<file path="src/rtl/dcm_phase_ctrl_pkg.sv">
// Shared types for the DCM phase controller: FSM state enum and counter sizing helper.
package dcm_phase_ctrl_pkg;

  typedef enum logic [2:0] {
    ST_RST,
    ST_WAIT_LOCK,
    ST_IDLE,
    ST_PS_STEP,
    ST_PS_WAIT
  } state_t;

  // Bits needed for a counter that runs 0 .. n-1 (at least one bit).
  function automatic int unsigned cnt_width(input int unsigned n);
    return (n < 2) ? 1 : $clog2(n);
  endfunction

endpackage

</file>
<file path="src/rtl/dcm_phase_ctrl_if.sv">
// DCM-facing signal bundle: reset, phase-shift handshake and lock status.
// master = controller side, slave = DCM side.
interface dcm_phase_ctrl_if;
  logic DCM_RST;
  logic DCM_PSEN;
  logic DCM_PSINCDEC;
  logic DCM_LOCKED;
  logic DCM_PSDONE;

  modport master (output DCM_RST, DCM_PSEN, DCM_PSINCDEC,
                  input  DCM_LOCKED, DCM_PSDONE);
  modport slave  (input  DCM_RST, DCM_PSEN, DCM_PSINCDEC,
                  output DCM_LOCKED, DCM_PSDONE);
endinterface

</file>
<file path="src/rtl/dcm_phase_ctrl_lock_filter.sv">
// dcm_lock_filter: synchronises the asynchronous LOCKED, qualifies it over
// LOCK_FILTER consecutive high cycles while enabled, and flags loss of lock
// after two consecutive synchronised-low cycles.
module dcm_lock_filter
  import dcm_phase_ctrl_pkg::*;
#(
  parameter int unsigned LOCK_FILTER = 16
) (
  input  logic CLK,
  input  logic resetb,
  input  logic locked,
  input  logic en,
  output logic qualified,
  output logic lost
);

  localparam int unsigned CW = cnt_width(LOCK_FILTER);
  localparam logic [CW-1:0] LAST = CW'(LOCK_FILTER - 1);

  logic [1:0]    sync;
  logic          lk_s;
  logic          prev_low;
  logic [CW-1:0] cnt;

  assign lk_s = sync[1];

  // Two-flop synchroniser for LOCKED.
  always_ff @(posedge CLK or negedge resetb) begin
    if (!resetb) sync <= '0;
    else         sync <= {sync[0], locked};
  end

  // Remember whether the previous synchronised sample was low.
  always_ff @(posedge CLK or negedge resetb) begin
    if (!resetb) prev_low <= 1'b0;
    else         prev_low <= ~lk_s;
  end

  // Consecutive-high counter, saturates one below the filter length.
  always_ff @(posedge CLK or negedge resetb) begin
    if (!resetb)              cnt <= '0;
    else if (!en || !lk_s)    cnt <= '0;
    else if (cnt != LAST)     cnt <= cnt + CW'(1);
  end

  assign qualified = en & lk_s & (cnt == LAST);
  assign lost      = ~lk_s & prev_low;

endmodule

</file>
<file path="src/rtl/dcm_phase_ctrl.sv">
// dcm_phase_ctrl: DCM reset/lock sequencer and one-tap-at-a-time dynamic
// phase-shift stepper toward a clamped signed target.
// Optional PSDONE timeout enabled by defining DCM_CTRL_TIMEOUT_EN.
module dcm_phase_ctrl
  import dcm_phase_ctrl_pkg::*;
#(
  parameter int unsigned RST_CYCLES     = 8,
  parameter int unsigned LOCK_FILTER    = 16,
  parameter int unsigned PS_WIDTH       = 8,
  parameter int unsigned PS_MAX         = 127,
  parameter int unsigned PSDONE_TIMEOUT = 1024
) (
  input  logic                       CLK,
  input  logic                       resetb,
  input  logic                       START,
  input  logic                       PS_REQ,
  input  logic signed [PS_WIDTH-1:0] PS_TARGET,
  dcm_phase_ctrl_if.master           dcm,
  output logic                       READY,
  output logic                       PS_BUSY,
  output logic signed [PS_WIDTH-1:0] PS_CURRENT,
  output logic                       LOCK_LOST,
  output logic                       ERROR
);

  localparam int unsigned RW = cnt_width(RST_CYCLES);
  localparam logic signed [PS_WIDTH-1:0] PMAX = PS_WIDTH'(PS_MAX);
  localparam logic signed [PS_WIDTH-1:0] NMAX = -PMAX;

  state_t                       state, state_n;
  logic [RW-1:0]                rst_cnt;
  logic signed [PS_WIDTH-1:0]   target_q, target_clamped, cur_q;
  logic                         dir_q;
  logic                         lock_lost_q, error_q;
  logic                         qualified, lost, timeout, in_run;

  assign in_run     = (state == ST_IDLE) || (state == ST_PS_STEP) || (state == ST_PS_WAIT);
  assign PS_CURRENT = cur_q;
  assign LOCK_LOST  = lock_lost_q;
  assign ERROR      = error_q;

  dcm_lock_filter #(.LOCK_FILTER(LOCK_FILTER)) u_lock_filter (
    .CLK       (CLK),
    .resetb    (resetb),
    .locked    (dcm.DCM_LOCKED),
    .en        (state == ST_WAIT_LOCK),
    .qualified (qualified),
    .lost      (lost)
  );

`ifdef DCM_CTRL_TIMEOUT_EN
  localparam int unsigned TW = cnt_width(PSDONE_TIMEOUT);
  logic [TW-1:0] to_cnt;

  // Count cycles spent in PS_WAIT.
  always_ff @(posedge CLK or negedge resetb) begin
    if (!resetb)                  to_cnt <= '0;
    else if (state == ST_PS_WAIT) to_cnt <= to_cnt + TW'(1);
    else                          to_cnt <= '0;
  end

  assign timeout = (state == ST_PS_WAIT) && !dcm.DCM_PSDONE &&
                   (to_cnt == TW'(PSDONE_TIMEOUT - 1));
`else
  logic unused_timeout_cfg;
  assign unused_timeout_cfg = (PSDONE_TIMEOUT != 0);
  assign timeout            = 1'b0;
`endif

  // Clamp the requested target into [-PS_MAX, +PS_MAX].
  always_comb begin
    target_clamped = PS_TARGET;
    if (PS_TARGET > PMAX)      target_clamped = PMAX;
    else if (PS_TARGET < NMAX) target_clamped = NMAX;
  end

  // FSM state register.
  always_ff @(posedge CLK or negedge resetb) begin
    if (!resetb) state <= ST_RST;
    else         state <= state_n;
  end

  // Next state and DCM/status outputs.
  always_comb begin
    state_n          = state;
    dcm.DCM_RST      = 1'b0;
    dcm.DCM_PSEN     = 1'b0;
    dcm.DCM_PSINCDEC = 1'b0;
    READY            = in_run;
    PS_BUSY          = (state == ST_PS_STEP) || (state == ST_PS_WAIT) ||
                       (in_run && (cur_q != target_q));
    unique case (state)
      ST_RST: begin
        dcm.DCM_RST = 1'b1;
        if (rst_cnt == RW'(RST_CYCLES - 1)) state_n = ST_WAIT_LOCK;
      end
      ST_WAIT_LOCK: if (qualified) state_n = ST_IDLE;
      ST_IDLE: begin
        if (lost)                    state_n = ST_RST;
        else if (cur_q != target_q)  state_n = ST_PS_STEP;
      end
      ST_PS_STEP: begin
        dcm.DCM_PSEN     = 1'b1;
        dcm.DCM_PSINCDEC = dir_q;
        state_n          = lost ? ST_RST : ST_PS_WAIT;
      end
      ST_PS_WAIT: begin
        if (lost || timeout)      state_n = ST_RST;
        else if (dcm.DCM_PSDONE)  state_n = ST_IDLE;
      end
      default: state_n = ST_RST;
    endcase
    if (START) state_n = ST_RST;
  end

  // Reset-sequence length counter; START restarts it.
  always_ff @(posedge CLK or negedge resetb) begin
    if (!resetb)                      rst_cnt <= '0;
    else if (state == ST_RST && !START) rst_cnt <= rst_cnt + RW'(1);
    else                              rst_cnt <= '0;
  end

  // Target register; survives START and loss of lock.
  always_ff @(posedge CLK or negedge resetb) begin
    if (!resetb)     target_q <= '0;
    else if (PS_REQ) target_q <= target_clamped;
  end

  // Direction is fixed in IDLE so a PS_REQ racing the step cannot push PS_CURRENT past the limit.
  always_ff @(posedge CLK or negedge resetb) begin
    if (!resetb)               dir_q <= 1'b0;
    else if (state == ST_IDLE) dir_q <= (target_q > cur_q);
  end

  // Applied phase taps: cleared by DCM reset, moved one tap per PSDONE.
  always_ff @(posedge CLK or negedge resetb) begin
    if (!resetb)                                    cur_q <= '0;
    else if (state == ST_RST)                       cur_q <= '0;
    else if (state == ST_PS_WAIT && dcm.DCM_PSDONE) cur_q <= dir_q ? cur_q + PS_WIDTH'(1)
                                                                   : cur_q - PS_WIDTH'(1);
  end

  // Sticky status flags, cleared only by START.
  always_ff @(posedge CLK or negedge resetb) begin
    if (!resetb) begin
      lock_lost_q <= 1'b0;
      error_q     <= 1'b0;
    end else if (START) begin
      lock_lost_q <= 1'b0;
      error_q     <= 1'b0;
    end else begin
      if (lost && in_run) lock_lost_q <= 1'b1;
      if (timeout)        error_q     <= 1'b1;
    end
  end

endmodule

</file>
<file path="src/flat_wrapper.sv">
// flat-port wrapper written by rule: the top's interface ports become plain ports
module dcm_phase_ctrl_flat import dcm_phase_ctrl_pkg::*;
#(
  parameter int unsigned RST_CYCLES     = 8,
  parameter int unsigned LOCK_FILTER    = 16,
  parameter int unsigned PS_WIDTH       = 8,
  parameter int unsigned PS_MAX         = 127,
  parameter int unsigned PSDONE_TIMEOUT = 1024
)
  (CLK, resetb, START, PS_REQ, PS_TARGET, READY, PS_BUSY, PS_CURRENT, LOCK_LOST, ERROR, dcm_DCM_RST, dcm_DCM_PSEN, dcm_DCM_PSINCDEC, dcm_DCM_LOCKED, dcm_DCM_PSDONE);
  dcm_phase_ctrl_if dcm_i ();
  input  logic CLK;
  input  logic resetb;
  input  logic START;
  input  logic PS_REQ;
  input  logic signed [PS_WIDTH-1:0] PS_TARGET;
  output logic READY;
  output logic PS_BUSY;
  output logic signed [PS_WIDTH-1:0] PS_CURRENT;
  output logic LOCK_LOST;
  output logic ERROR;
  output wire logic [$bits(dcm_i.DCM_RST)-1:0] dcm_DCM_RST;
  output wire logic [$bits(dcm_i.DCM_PSEN)-1:0] dcm_DCM_PSEN;
  output wire logic [$bits(dcm_i.DCM_PSINCDEC)-1:0] dcm_DCM_PSINCDEC;
  input wire logic [$bits(dcm_i.DCM_LOCKED)-1:0] dcm_DCM_LOCKED;
  input wire logic [$bits(dcm_i.DCM_PSDONE)-1:0] dcm_DCM_PSDONE;
  assign dcm_DCM_RST = dcm_i.DCM_RST;
  assign dcm_DCM_PSEN = dcm_i.DCM_PSEN;
  assign dcm_DCM_PSINCDEC = dcm_i.DCM_PSINCDEC;
  assign dcm_i.DCM_LOCKED = dcm_DCM_LOCKED;
  assign dcm_i.DCM_PSDONE = dcm_DCM_PSDONE;
  dcm_phase_ctrl #(.RST_CYCLES(RST_CYCLES), .LOCK_FILTER(LOCK_FILTER), .PS_WIDTH(PS_WIDTH), .PS_MAX(PS_MAX), .PSDONE_TIMEOUT(PSDONE_TIMEOUT)) u_core (.CLK(CLK), .resetb(resetb), .START(START), .PS_REQ(PS_REQ), .PS_TARGET(PS_TARGET), .dcm(dcm_i), .READY(READY), .PS_BUSY(PS_BUSY), .PS_CURRENT(PS_CURRENT), .LOCK_LOST(LOCK_LOST), .ERROR(ERROR));
endmodule
</file>
<file path="config.mk">
export PLATFORM = sky130hd
export DESIGN_NAME = dcm_phase_ctrl_flat
export DESIGN_NICKNAME = d
export VERILOG_FILES = /design/src/rtl/dcm_phase_ctrl_pkg.sv /design/src/rtl/dcm_phase_ctrl_if.sv /design/src/rtl/dcm_phase_ctrl_lock_filter.sv /design/src/rtl/dcm_phase_ctrl.sv /design/src/flat_wrapper.sv
export SDC_FILE = /design/constraint.sdc
export NUM_CORES = 1
export LEC_CHECK = 0
export CAP_MARGIN = 20
export CORE_MARGIN = 2
export CORE_UTILIZATION = 47
export CTS_BUF_LIST = sky130_fd_sc_hd__clkbuf_8
export DETAILED_ROUTE_END_ITERATION = 12
export PLACE_DENSITY = 0.74
export SYNTH_ARGS = -nofsm -noshare
export SYNTH_HDL_FRONTEND = slang
export SYNTH_SLANG_ARGS = --single-unit
</file>
<file path="constraint.sdc">
create_clock -name CLK -period 3.1 [get_ports CLK]
set_input_delay 0.62 -clock CLK [delete_from_list [all_inputs] [get_ports CLK]]
set_output_delay 0.62 -clock CLK [all_outputs]
set_load 0.01 [all_outputs]
</file>
==> flow_summary.yaml <==
clock_network:
  cts_setup_buffers: 0
  clk_path_buf_depth: 2
  clkLatencyLatePin_ps: 280
  cts_resized: 0
  cts_tree: "built"
  path_clk_slew_ps: 70
  cts_buffers: 5
  cts-hold-fix-buffers: 0
  htree_levels: 2
  clock-sinks: 31
  cts_root_buf: "clkbuf_8"
power:
  power_density_nw_per_um2: 366.2
  peakVddDrop_uv: 354.8
  p_leak_nw: 0.9981
sta:
  worst_slew_pin_slew_ps: 553.8
  final.setup.tns_ps: 0
  clock.fmax_ghz: 0.3427
  max_slew_margin_pct: 62.95
  rsz0062_at_grt: "false"
  setup_violations: 0
  finalMaxSlewViolations: 0
  hold_slack_ps: 356.2
  layout_min_cycle_time_ps: 2918
  worst_clock_skew_ps: 6.919
  min_period_over_period_pct: 94.13
  hold_viol: 0
critical_path:
  worst-setup-path-type: "reg -> out"
  critPathLaunchType: "flip-flop"
  r2r_end: "u_core.PS_CURRENT[7]$_DFFE_PN0P_"
  cp_max_fo: 5
  crit_arrival_ps: 2300
  worstRegToRegCells: 7
  worstReg2RegStart: "u_core.dir_q$_DFFE_PN0N_"
  cp.required_ps: 2480
  critPathCaptureType: "primary output"
  ff2ff_setup_slack_ps: 1040
synthesis:
  synth-xor-area-share_pct: 1.886
  muxShareOfSynthArea_pct: 2.155
  ys_seq_elements: 31
  synthDistinctLibCells: 42
  synth.yosys.seq_area_share_pct: 41.75
  ys_async_sr_fraction_pct: 100.0
  syn_inst: 198
  postSynthAreaPerCell_sq_um: 9.384
  yosysWarnings: 0
  yosys.area_share.simple_pct: 20.40
  synth_compound_area_share_pct: 15.08
  syn_nets: 231
  synth_top_flop_cell: "dfrtp_1"
  synthAdderAreaFrac_pct: 13.20
  synth_edf_count: 0
  synth_top_family_by_area: "simple AND/OR/NAND/NOR gates"
  syn-cell-area_sq_um: 1858
floorplanning:
  die_y_microns: 66.88
  core.rowCount: 22
  die_w_microns: 66.88
  die_area_sq_um: 4472
  core_sq_um: 3744
  ios: 29
  initial_core_util_pct: 49.63
min_path:
  holdPathStages: 0
  min_path_type: "reg -> reg"
  worstHoldEndpoint: "u_core.u_lock_filter.sync[1]$_DFF_PN0_"
  min_from: "u_core.u_lock_filter.sync[0]$_DFF_PN0_"
run:
  maxCapViolations: 0
final_layout:
  fin_area_sq_um: 2261
  multiInputGateArea_sq_um: 983.4
  diodes: 0
  final_cell_mix: "dfrtp_1 (31), clkdlybuf4s50_1 (27), nor2_1 (21)"
  fill_cells: 347
  nets: 262
  instances_no_fill: 278
  drive_gt1_share_pct: 5.652
  area_delta_synth_final_pct: 21.68
  seqCellArea_sq_um: 775.7
  final_common_cell: "dfrtp_1"
grt:
  grt_start_max_net_pins: 32
  grt_pass1_vias: 1386
  grt_first_pass_wirelength_microns: 6051
  grt_overflow_total: 0
  antenna_found_initial: 0
  grt_usage_pct: 18.03
drt:
  ant_nets: 0
  viasPerCell: 5.291
  wirelength_microns: 3533
  vias: 1471
  first_pass_iters: 4
  drtIter0Drc: 29
  wl_per_cell_microns: 12.71
  drc_errors: 0
placed_design:
  place_inst: 270
  port_buffers: 27
  gp_congestion: 0.8092
  placed_area_sq_um: 2172
  hpwlAfterDp_microns: 2665
run_status:
  status: "finished, final reports clean"
==> metrics by stage <==
| step | setup slack (ps) | power (W) | util, % |
|---|---|---|---|
| floorplan | 955.6 | 0.0004837 | - |
| global placement | 517.8 | 0.0005234 | 58.02 |
| detailed placement | 507.0 | 0.0005244 | 58.02 |
| CTS | 164.6 | 0.0008424 | 60.39 |
| global route | 43.83 | 0.0008812 | 60.39 |
| finish | 181.8 | 0.0008280 | 60.39 |
==> kinds of logic (layout without fill, tap and decap cells) <==
| logic type | after synthesis | after routing |
|---|---|---|
| simple gates | 73 | 73 |
| compound gates | 42 | 42 |
| flops | 31 | 31 |
| buf+inv | 24 | 56 |
| fa+ha+maj | 19 | 19 |
| xor+xnor | 4 | 4 |
| mux | 4 | 4 |
| other cells | 1 | 1 |
==> area by class of cell <==
class | instances | area share (%)
clock buffer | 5 | 3.044
clock inverter | 3 | 0.8854
inverter | 20 | 3.320
multi-input combinational | 143 | 43.50
sequential | 31 | 34.31
tap | 48 | 2.656
timing repair buffer | 28 | 12.29
==> cell usage after synthesis, types with 2 or more instances <==
cell	instances	area [sq um]
dfrtp_1	31	775.7
nor2_1	21	78.83
inv_1	20	75.07
ha_1	18	225.2
o21ai_0	17	85.08
nand2_1	13	48.80
a21oi_1	8	40.04
nor3_1	7	35.03
nand3b_1	6	45.04
nor2b_1	5	31.28
mux2i_1	4	40.04
nand3_1	4	20.02
and2_1	3	18.77
nand2b_1	3	18.77
nor3b_1	3	22.52
and3_1	2	12.51
buf_4	2	15.01
nand4_1	2	12.51
o211ai_1	2	15.01
o21a_1	2	15.01
or4_1	2	15.01
xnor2_1	2	17.52
xor2_1	2	17.52
==> power by group <==
part,switching [W],internal (W)
sequential,0.00000897,0.000421
combinational,0.0000420,0.0000437
clock,0.000157,0.000156
total,0.000208,0.000620
==> worst max-delay path, stage by stage (launching register included) <==
cell             delay (ps)
dfrtp_1                 410
inv_1                    90
ha_1                    330
nand4_1                 100
nor2_1                   50
and3_1                  190
nor2b_1                 130
o21ai_0                 170
clkdlybuf4s50_1         560
==> layer usage <==
layer / part of all wire, % / up-vias / GRT usage, %
li1: - / 754 / -
met3: 4.1 / 8 / 4.392
met5: 0 / - / 0
met4: 2.2 / 0 / 7.908
met1: 48 / 674 / 23.86
met2: 45 / 35 / 28.00
==> state kept, by name, summed over array words and instances, names as in the netlist, 2 cells and up <==
name,count
u_core.rst_cnt,3
u_core.u_lock_filter.cnt,4
u_core.state,3
u_core.PS_CURRENT,8
u_core.target_q,8
u_core.u_lock_filter.sync,2
==> worst max-delay path by stage <==
stage	startpoint	endpoint	slack, ps	cells past startpoint
6_report	u_core.PS_CURRENT[7]$_DFFE_PN0P_	PS_BUSY	180	8
5_1_grt	u_core.PS_CURRENT[7]$_DFFE_PN0P_	PS_BUSY	40	8
4_1_cts	u_core.PS_CURRENT[7]$_DFFE_PN0P_	PS_BUSY	160	8
3_5_place_dp	u_core.PS_CURRENT[7]$_DFFE_PN0P_	PS_BUSY	510	8
3_3_place_gp	u_core.PS_CURRENT[7]$_DFFE_PN0P_	PS_BUSY	520	8
2_1_floorplan	u_core.PS_CURRENT[7]$_DFFE_PN0P_	PS_BUSY	960	7
No activity file was read; power rests on OpenSTA's default activity.
